==> config.mk <==
export PLATFORM = sky130hd
export DESIGN_NAME = rr_bus_arbiter
export DESIGN_NICKNAME = d
export VERILOG_FILES = /design/src/rtl/rr_bus_arbiter.sv
export SDC_FILE = /design/constraint.sdc
export NUM_CORES = 1
export LEC_CHECK = 0
export ABC_AREA = 1
export BUFFER_PORTS_ARGS = -buffer_cell sky130_fd_sc_hd__clkbuf_2
export CAP_MARGIN = 10
export CORE_MARGIN = 3
export CORE_UTILIZATION = 45
export CTS_BUF_LIST = sky130_fd_sc_hd__clkbuf_16
export CTS_CLUSTER_DIAMETER = 60
export DETAILED_ROUTE_END_ITERATION = 6
export PLACE_DENSITY_LB_ADDON = 0.15
export SLEW_MARGIN = 20
export SYNTH_ARGS = -nofsm -noshare
export SYNTH_HDL_FRONTEND = slang
export SYNTH_SLANG_ARGS = --single-unit
==> constraint.sdc <==
create_clock -name clk -period 1.9 [get_ports clk]
set_clock_uncertainty 0.05 [all_clocks]
set_input_delay 0.38 -clock clk [delete_from_list [all_inputs] [get_ports clk]]
set_output_delay 0.38 -clock clk [all_outputs]
set_load 0.05 [all_outputs]
==> src/rtl/rr_bus_arbiter.sv <==
// Round-robin bus arbiter with active-low request/grant, one idle turnaround cycle per release.
// Optional forced release after MAX_HOLD grant cycles when RR_ARB_TIMEOUT_EN is defined.
module rr_bus_arbiter #(
    parameter int N_MASTERS = 3,
    parameter int MAX_HOLD  = 16,
    parameter int IDX_W     = $clog2(N_MASTERS)
) (
    input  logic                 clk,
    input  logic                 reset,
    input  logic                 frame,
    input  logic                 irdy,
    input  logic [N_MASTERS-1:0] req_n,
    output logic [N_MASTERS-1:0] gnt_n,
    output logic [IDX_W-1:0]     owner,
    output logic                 owner_vld,
    output logic                 timeout
);

    localparam int CW = IDX_W + 1;

    if (N_MASTERS < 2 || N_MASTERS > 16) begin : g_bad_n
        $error("rr_bus_arbiter: N_MASTERS out of range 2..16");
    end
    if (MAX_HOLD < 2 || MAX_HOLD > 255) begin : g_bad_hold
        $error("rr_bus_arbiter: MAX_HOLD out of range 2..255");
    end

    typedef enum logic [1:0] {
        IDLE    = 2'd0,
        GRANT   = 2'd1,
        RELEASE = 2'd2
    } state_t;

    state_t               state, state_nx;
    logic [IDX_W-1:0]     last, last_nx, win, owner_nx;
    logic [N_MASTERS-1:0] gnt_nx;
    logic                 vld_nx;
    logic                 any_req;
    logic                 done;
    logic                 hold_hit;

    assign done    = frame & irdy;
    assign any_req = ~&req_n;

    // First requester found scanning upward from from+1, wrapping at N_MASTERS.
    function automatic logic [IDX_W-1:0] rr_pick(input logic [IDX_W-1:0] from,
                                                 input logic [N_MASTERS-1:0] rq_n);
        logic [CW-1:0]    cand;
        logic [IDX_W-1:0] w;
        logic             found;
        w     = from;
        found = 1'b0;
        for (int k = 1; k <= N_MASTERS; k++) begin
            cand = {1'b0, from} + CW'(k);
            if (cand >= CW'(N_MASTERS)) begin
                cand = cand - CW'(N_MASTERS);
            end
            if (!found && !rq_n[cand[IDX_W-1:0]]) begin
                w     = cand[IDX_W-1:0];
                found = 1'b1;
            end
        end
        return w;
    endfunction

    assign win = rr_pick(last, req_n);

    always_comb begin
        state_nx = state;
        gnt_nx   = '1;
        owner_nx = owner;
        vld_nx   = 1'b0;
        last_nx  = last;
        case (state)
            GRANT: begin
                if (done || hold_hit) begin
                    state_nx = RELEASE;
                end else begin
                    gnt_nx = gnt_n;
                    vld_nx = 1'b1;
                end
            end
            default: begin
                // IDLE and RELEASE share the same selection.
                if (any_req) begin
                    state_nx = GRANT;
                    gnt_nx   = ~(N_MASTERS'(1) << win);
                    owner_nx = win;
                    vld_nx   = 1'b1;
                    last_nx  = win;
                end else begin
                    state_nx = IDLE;
                end
            end
        endcase
    end

    always_ff @(posedge clk or posedge reset) begin
        if (reset) begin
            state     <= IDLE;
            gnt_n     <= '1;
            owner     <= '0;
            owner_vld <= 1'b0;
            last      <= IDX_W'(N_MASTERS - 1);
        end else begin
            state     <= state_nx;
            gnt_n     <= gnt_nx;
            owner     <= owner_nx;
            owner_vld <= vld_nx;
            last      <= last_nx;
        end
    end

`ifdef RR_ARB_TIMEOUT_EN
    logic [7:0] hold_cnt;

    assign hold_hit = (state == GRANT) && (hold_cnt == 8'(MAX_HOLD - 1));

    always_ff @(posedge clk or posedge reset) begin
        if (reset) begin
            hold_cnt <= '0;
            timeout  <= 1'b0;
        end else begin
            if (state != GRANT && state_nx == GRANT) begin
                hold_cnt <= '0;
            end else if (state == GRANT && !done) begin
                hold_cnt <= hold_cnt + 8'd1;
            end
            // done on the same edge wins: that is a normal release.
            timeout <= hold_hit && !done;
        end
    end
`else
    assign hold_hit = 1'b0;
    assign timeout  = 1'b0;
`endif

endmodule

==> metrics.txt, run 1 <==
status finished clean; DIE WIDTH 42.9 um; CTS Buffer Depth 2; grt total ovfl 0; Critical R2R Launch last[1]; Routed WL 1240 um; Final min period 1780 ps; Max Freq 0.560 GHz; largest family of logic cells by synthesized area simple AND/OR/NAND/NOR gates; largest net degree at the start of global routing 10; CTS root buf clkbuf_16; Netlist cell types 20; drt wl/cell 10.9 um; Max Cap Violations 0; Register Area 230 um^2; DP Worst Slack -37.9 ps; Ys Warns 0; IO buf count 12; Antenna diodes 0; clock slew at the register clock pins of the worst setup and hold paths 40 ps; synth top area cells dfrtp_1, dfstp_2, nand2_1; crit path DAT 1900 ps; vias in the first global route 487; Post-synth EDFFs 0; FF-to-FF path depth 13; Post-Syn Instances 83; starting DRC count in detailed routing 6; worst r2r dst gnt_n[2]; CP Data Required Time 2020 ps; setup bufs post-CTS 0; post-synthesis mux area share 0; Layout Nets 111; CP max FO 4; hold slack 29.6 ps; CTS buffer count 3; first-pass GRT wire length 1980 um; Synth Area in Compound Gates 0.0716; R2R setup slack 120 ps; Hold Path Class in -> async; synthesized area 612 um^2; ys flop type dfrtp_1; register area share after synthesis 0.376; gpl congestion 0.740; Setup WS post-layout 115 ps; Multi-input gate area 318 um^2; Via density 4.78; synth-to-layout area growth 30.3%; Post-DP HPWL 910 um; DRT Pass-1 Iters 4; # rows 12; Clock Sinks 9; Sum Neg Setup Slack 0 ps; period utilization 0.939; top cells by count, synth nand2_1, inv_1, nor2_1; async set-reset flop share out of synthesis 1.00; post-route ant nets 0; final setup fails 0; adder-cell share of the synthesized area 0.0613; GR Util All Layers 0.149; Synth Area in XOR/XNOR 0.0143; initial antenna violation count 0; I/O Pins 14; Vias 545; die footprint 1840 um^2; # DRC 0; share of cells above drive strength 1 0.350; core area 1190 um^2; count leader, synth nand2_1; syn_area_per_cell 7.37 um^2; share of the synthesized area in the top cell type 0.204; area leader, netlist dfrtp_1; Core Util, Final 0.672; # fillers 108; Hold Fails Final Rpt 0; crit end category flop; initial core utilization 0.516; Post-Synth Simple-Gate Area 0.325; Synthesized Nets 93; max-slew violations 0; Worst-Skew Late Latency 230 ps; critical path launch point type flop; CTS tree yes; Die Y 42.9 um; post-synthesis register bit count 9; H-Tree Level Count 1; WS Path Type reg -> reg
==> critical path, stage by stage, from the launching register on <==
cell	delay, ps
dfstp_2	530
inv_2	50
buf_4	130
ha_1	200
inv_1	110
nand3_4	90
nand2_4	90
nand3_1	70
nand2_1	60
inv_1	50
nand2_2	70
nand3_2	80
nor2_1	110
nor2_1	40
==> worst max-delay path by stage <==
stage / start / to / slack, ps
finish: last[1] / gnt_n[2] / 120
global route: last[1] / gnt_n[2] / -10
CTS: last[1] / gnt_n[2] / 7
detailed placement: last[1] / gnt_n[2] / -40
global placement: last[1] / gnt_n[2] / -20
floorplan: last[1] / gnt_n[2] / 140
==> cells in the final DEF, fill, tap and decap left out, drive strengths merged <==
master and count:
nand2 21, inv 17, clkbuf 15, nand3 11, nor2 9, dfrtp 5
o21ai 5, dfstp 4, buf 4, a21oi 3, ha 3, xnor2 1
nand4 1, conb 1
==> flip-flops by register name, summed over array words and instances (netlist names) <==
name and cells:
state 2, owner_vld 1, owner 2, gnt_n 3, last 1
==> cells by family after synthesis <==
kind of cell             Yosys count
adder cells (fa/ha/maj)            3
AO/OA/AOI/OAI                      8
other                              1
AND/OR/NAND/NOR                   42
flip-flops                         9
buffers and inverters             19
XOR/XNOR                           1
==> routing by layer <==
layer	wire length, um	GRT usage	share of wire
met5	0	0	0
met4	7	0.0683	0.0057
met3	88	0.0678	0.071
met2	588	0.237	0.48
met1	553	0.168	0.45
==> stage by stage <==
step	instances	instance area [um^2]
2_1_floorplan	83	612
3_3_place_gp	110	693
3_5_place_dp	110	693
4_1_cts	114	774
5_1_grt	114	797
6_report	114	797
==> layout make-up <==
class | count | area share
clock buffer | 3 | 0.0942
clock inverter | 1 | 0.00471
inverter | 16 | 0.0785
multi-input combinational | 55 | 0.399
sequential | 9 | 0.289
tap | 14 | 0.0220
timing repair buffer | 16 | 0.113
==> timing repair <==
item	4_1_cts	5_1_grt
hold buffers	0	0
gates resized for setup	1	4
endpoints found under the setup margin	5	6
pin swaps	0	3
Power of run 1 is not shown: default switching activity piles up to over one toggle a cycle in this logic, so the estimate is an artifact.
==> run 2: changes to the inputs <==
--- a/config.mk
+++ b/config.mk
@@ -6,7 +6,7 @@
 export NUM_CORES = 1
 export LEC_CHECK = 0
 export ABC_AREA = 1
-export BUFFER_PORTS_ARGS = -buffer_cell sky130_fd_sc_hd__clkbuf_2
+export BUFFER_PORTS_ARGS = -buffer_cell sky130_fd_sc_hd__buf_2
 export CAP_MARGIN = 10
 export CORE_MARGIN = 3
 export CORE_UTILIZATION = 45
==> metrics.txt, run 2 (synthesis results as in run 1) <==
status finished clean; Clock Sinks 9 (unchanged); critical path cell sequence inv_1 -> ha_4 -> inv_4 -> nand2_2 -> nand3_2 -> nand2_2 -> nand3_1 -> nand2_1 -> inv_1 -> nand2_2 -> nand3_2 -> nor2_2 -> nor2_1; Layout Nets 111 (unchanged); first-pass GRT wire length 1880 um (-4.9%); critical path launch point type flop; worst r2r dst gnt_n[2]; CTS buffer count 3 (unchanged); Top Registers gnt_n x3, owner x2, state x2; die footprint 1840 um^2 (unchanged); met2 WL 551 um (-6.3%); post-route ant nets 0 (unchanged); drt wl/cell 10.4 um (-4.0%); Crit. path cell count 13 (unchanged); RSZ-0062 raised after global routing false; DR WL met3 78 um (-11%); Post-DP HPWL 887 um (-2.6%); CP max FO 8 (+4); Buf/Inv on CP 3 (-1); synth-to-layout area growth 29.7%; CP max stage cell dfstp_2; Die Y 42.9 um (unchanged); GR Util All Layers 0.139 (-0.00988); Antenna diodes 0 (unchanged); top routing layer used met3; Register Area 230 um^2 (unchanged); crit path DAT 1890 ps (about the same); # DRC 0 (unchanged); gpl congestion 0.776 (+4.9%); R2R setup slack 120 ps (about the same); vias in the first global route 494 (+1.4%); CTS tree yes; most used cell, CP nand2_2; H-Tree Level Count 1 (unchanged); commonest cells after routing, fill and taps aside nand2_1, inv_1, buf_2, nor2_1, nand3_1; WS Path Type reg -> reg; max reg flops 3 (unchanged); wl on met1 556 um (+0.54%); largest net degree at the start of global routing 10 (unchanged); Final min period 1780 ps (-5.32 ps); Multi-input gate area 314 um^2 (-1.2%); final setup fails 0 (unchanged); area post-placement 693 um^2 (unchanged); Vias 554 (+1.7%); Routed WL 1190 um (-4.0%); # rows 12 (unchanged); DRT Pass-1 Iters 4 (unchanged); IO buf count 12 (unchanged); grt total ovfl 0 (unchanged); post-route cell area 793 um^2 (-0.47%); # fillers 92 (-15%); I/O Pins 14 (unchanged); share of cells above drive strength 1 0.380 (+0.0300); Worst-Skew Late Latency 230 ps (about the same); CP Data Required Time 2010 ps (about the same); FF-to-FF path depth 13 (unchanged); CTS Buffer Depth 2 (unchanged); DIE WIDTH 42.9 um (unchanged); initial antenna violation count 0 (unchanged); Hold Path Class in -> async; CTS root buf clkbuf_16; core area 1190 um^2 (unchanged); Top reg by flops gnt_n; Max Freq 0.562 GHz (+0.30%); most common cell after layout, fill and taps aside nand2_1; Hold Fails Final Rpt 0 (unchanged); clock slew at the register clock pins of the worst setup and hold paths 40 ps (about the same); starting DRC count in detailed routing 15 (+9); Critical R2R Launch last[1]; setup bufs post-CTS 0 (unchanged); Max stage delay on crit path 520 ps (about the same); Via density 4.86 (+1.7%); Max Cap Violations 0 (unchanged); initial core utilization 0.516 (unchanged); max-slew violations 0 (unchanged); period utilization 0.937 (-0.00280); delay-heaviest family, CP simple AND/OR/NAND/NOR gates; Core Util, Final 0.669 (-0.00316); crit end category flop
-- run 2: cell type report --
type	count	share of cell area
timing repair buffer	16	0.114
clock inverter	1	0.00473
clock buffer	3	0.0946
inverter	16	0.0789
multi-input combinational	55	0.396
tap	14	0.0221
sequential	9	0.290
-- run 2: repair_timing --
| item | CTS | global route |
|---|---|---|
| gates cloned | 0 | 0 |
| resized for setup | 1 | 5 |
| hold buffers | 0 | 0 |
| pin swaps | 0 | 1 |
| setup endpoints to repair | 3 | 6 |
-- run 2: stage by stage --
stage | std cells | TNS (ps) | hold slack, ps | setup WS, ps
4_1_cts | 114 | 0 | 51.6 | 3.88
3_5_place_dp | 110 | -6.92 | 292 | -6.92
3_3_place_gp | 110 | -6.87 | 295 | -6.87
2_1_floorplan | 83 | 0 | 155 | 137
5_1_grt | 114 | 0 | 66.7 | 7.37
6_report | 114 | 0 | 45.5 | 120
-- run 2: how the worst max path moves through the flow --
stage,from,endpoint,slack (ps)
after global routing,last[1],gnt_n[2],7
final,last[1],gnt_n[2],120
after detailed placement,last[1],gnt_n[1],-7
after CTS,last[1],gnt_n[2],4
after global placement,last[1],gnt_n[1],-7
after floorplan,last[1],gnt_n[2],140
-- run 2: routing by layer --
layer | vias to the layer above | track usage
li1 | 286 | -
met2 | 17 | 0.210
met5 | - | 0
met1 | 251 | 0.175
met3 | 0 | 0.0678
met4 | 0 | 0.0373
Power of run 2 is left out for the same reason.
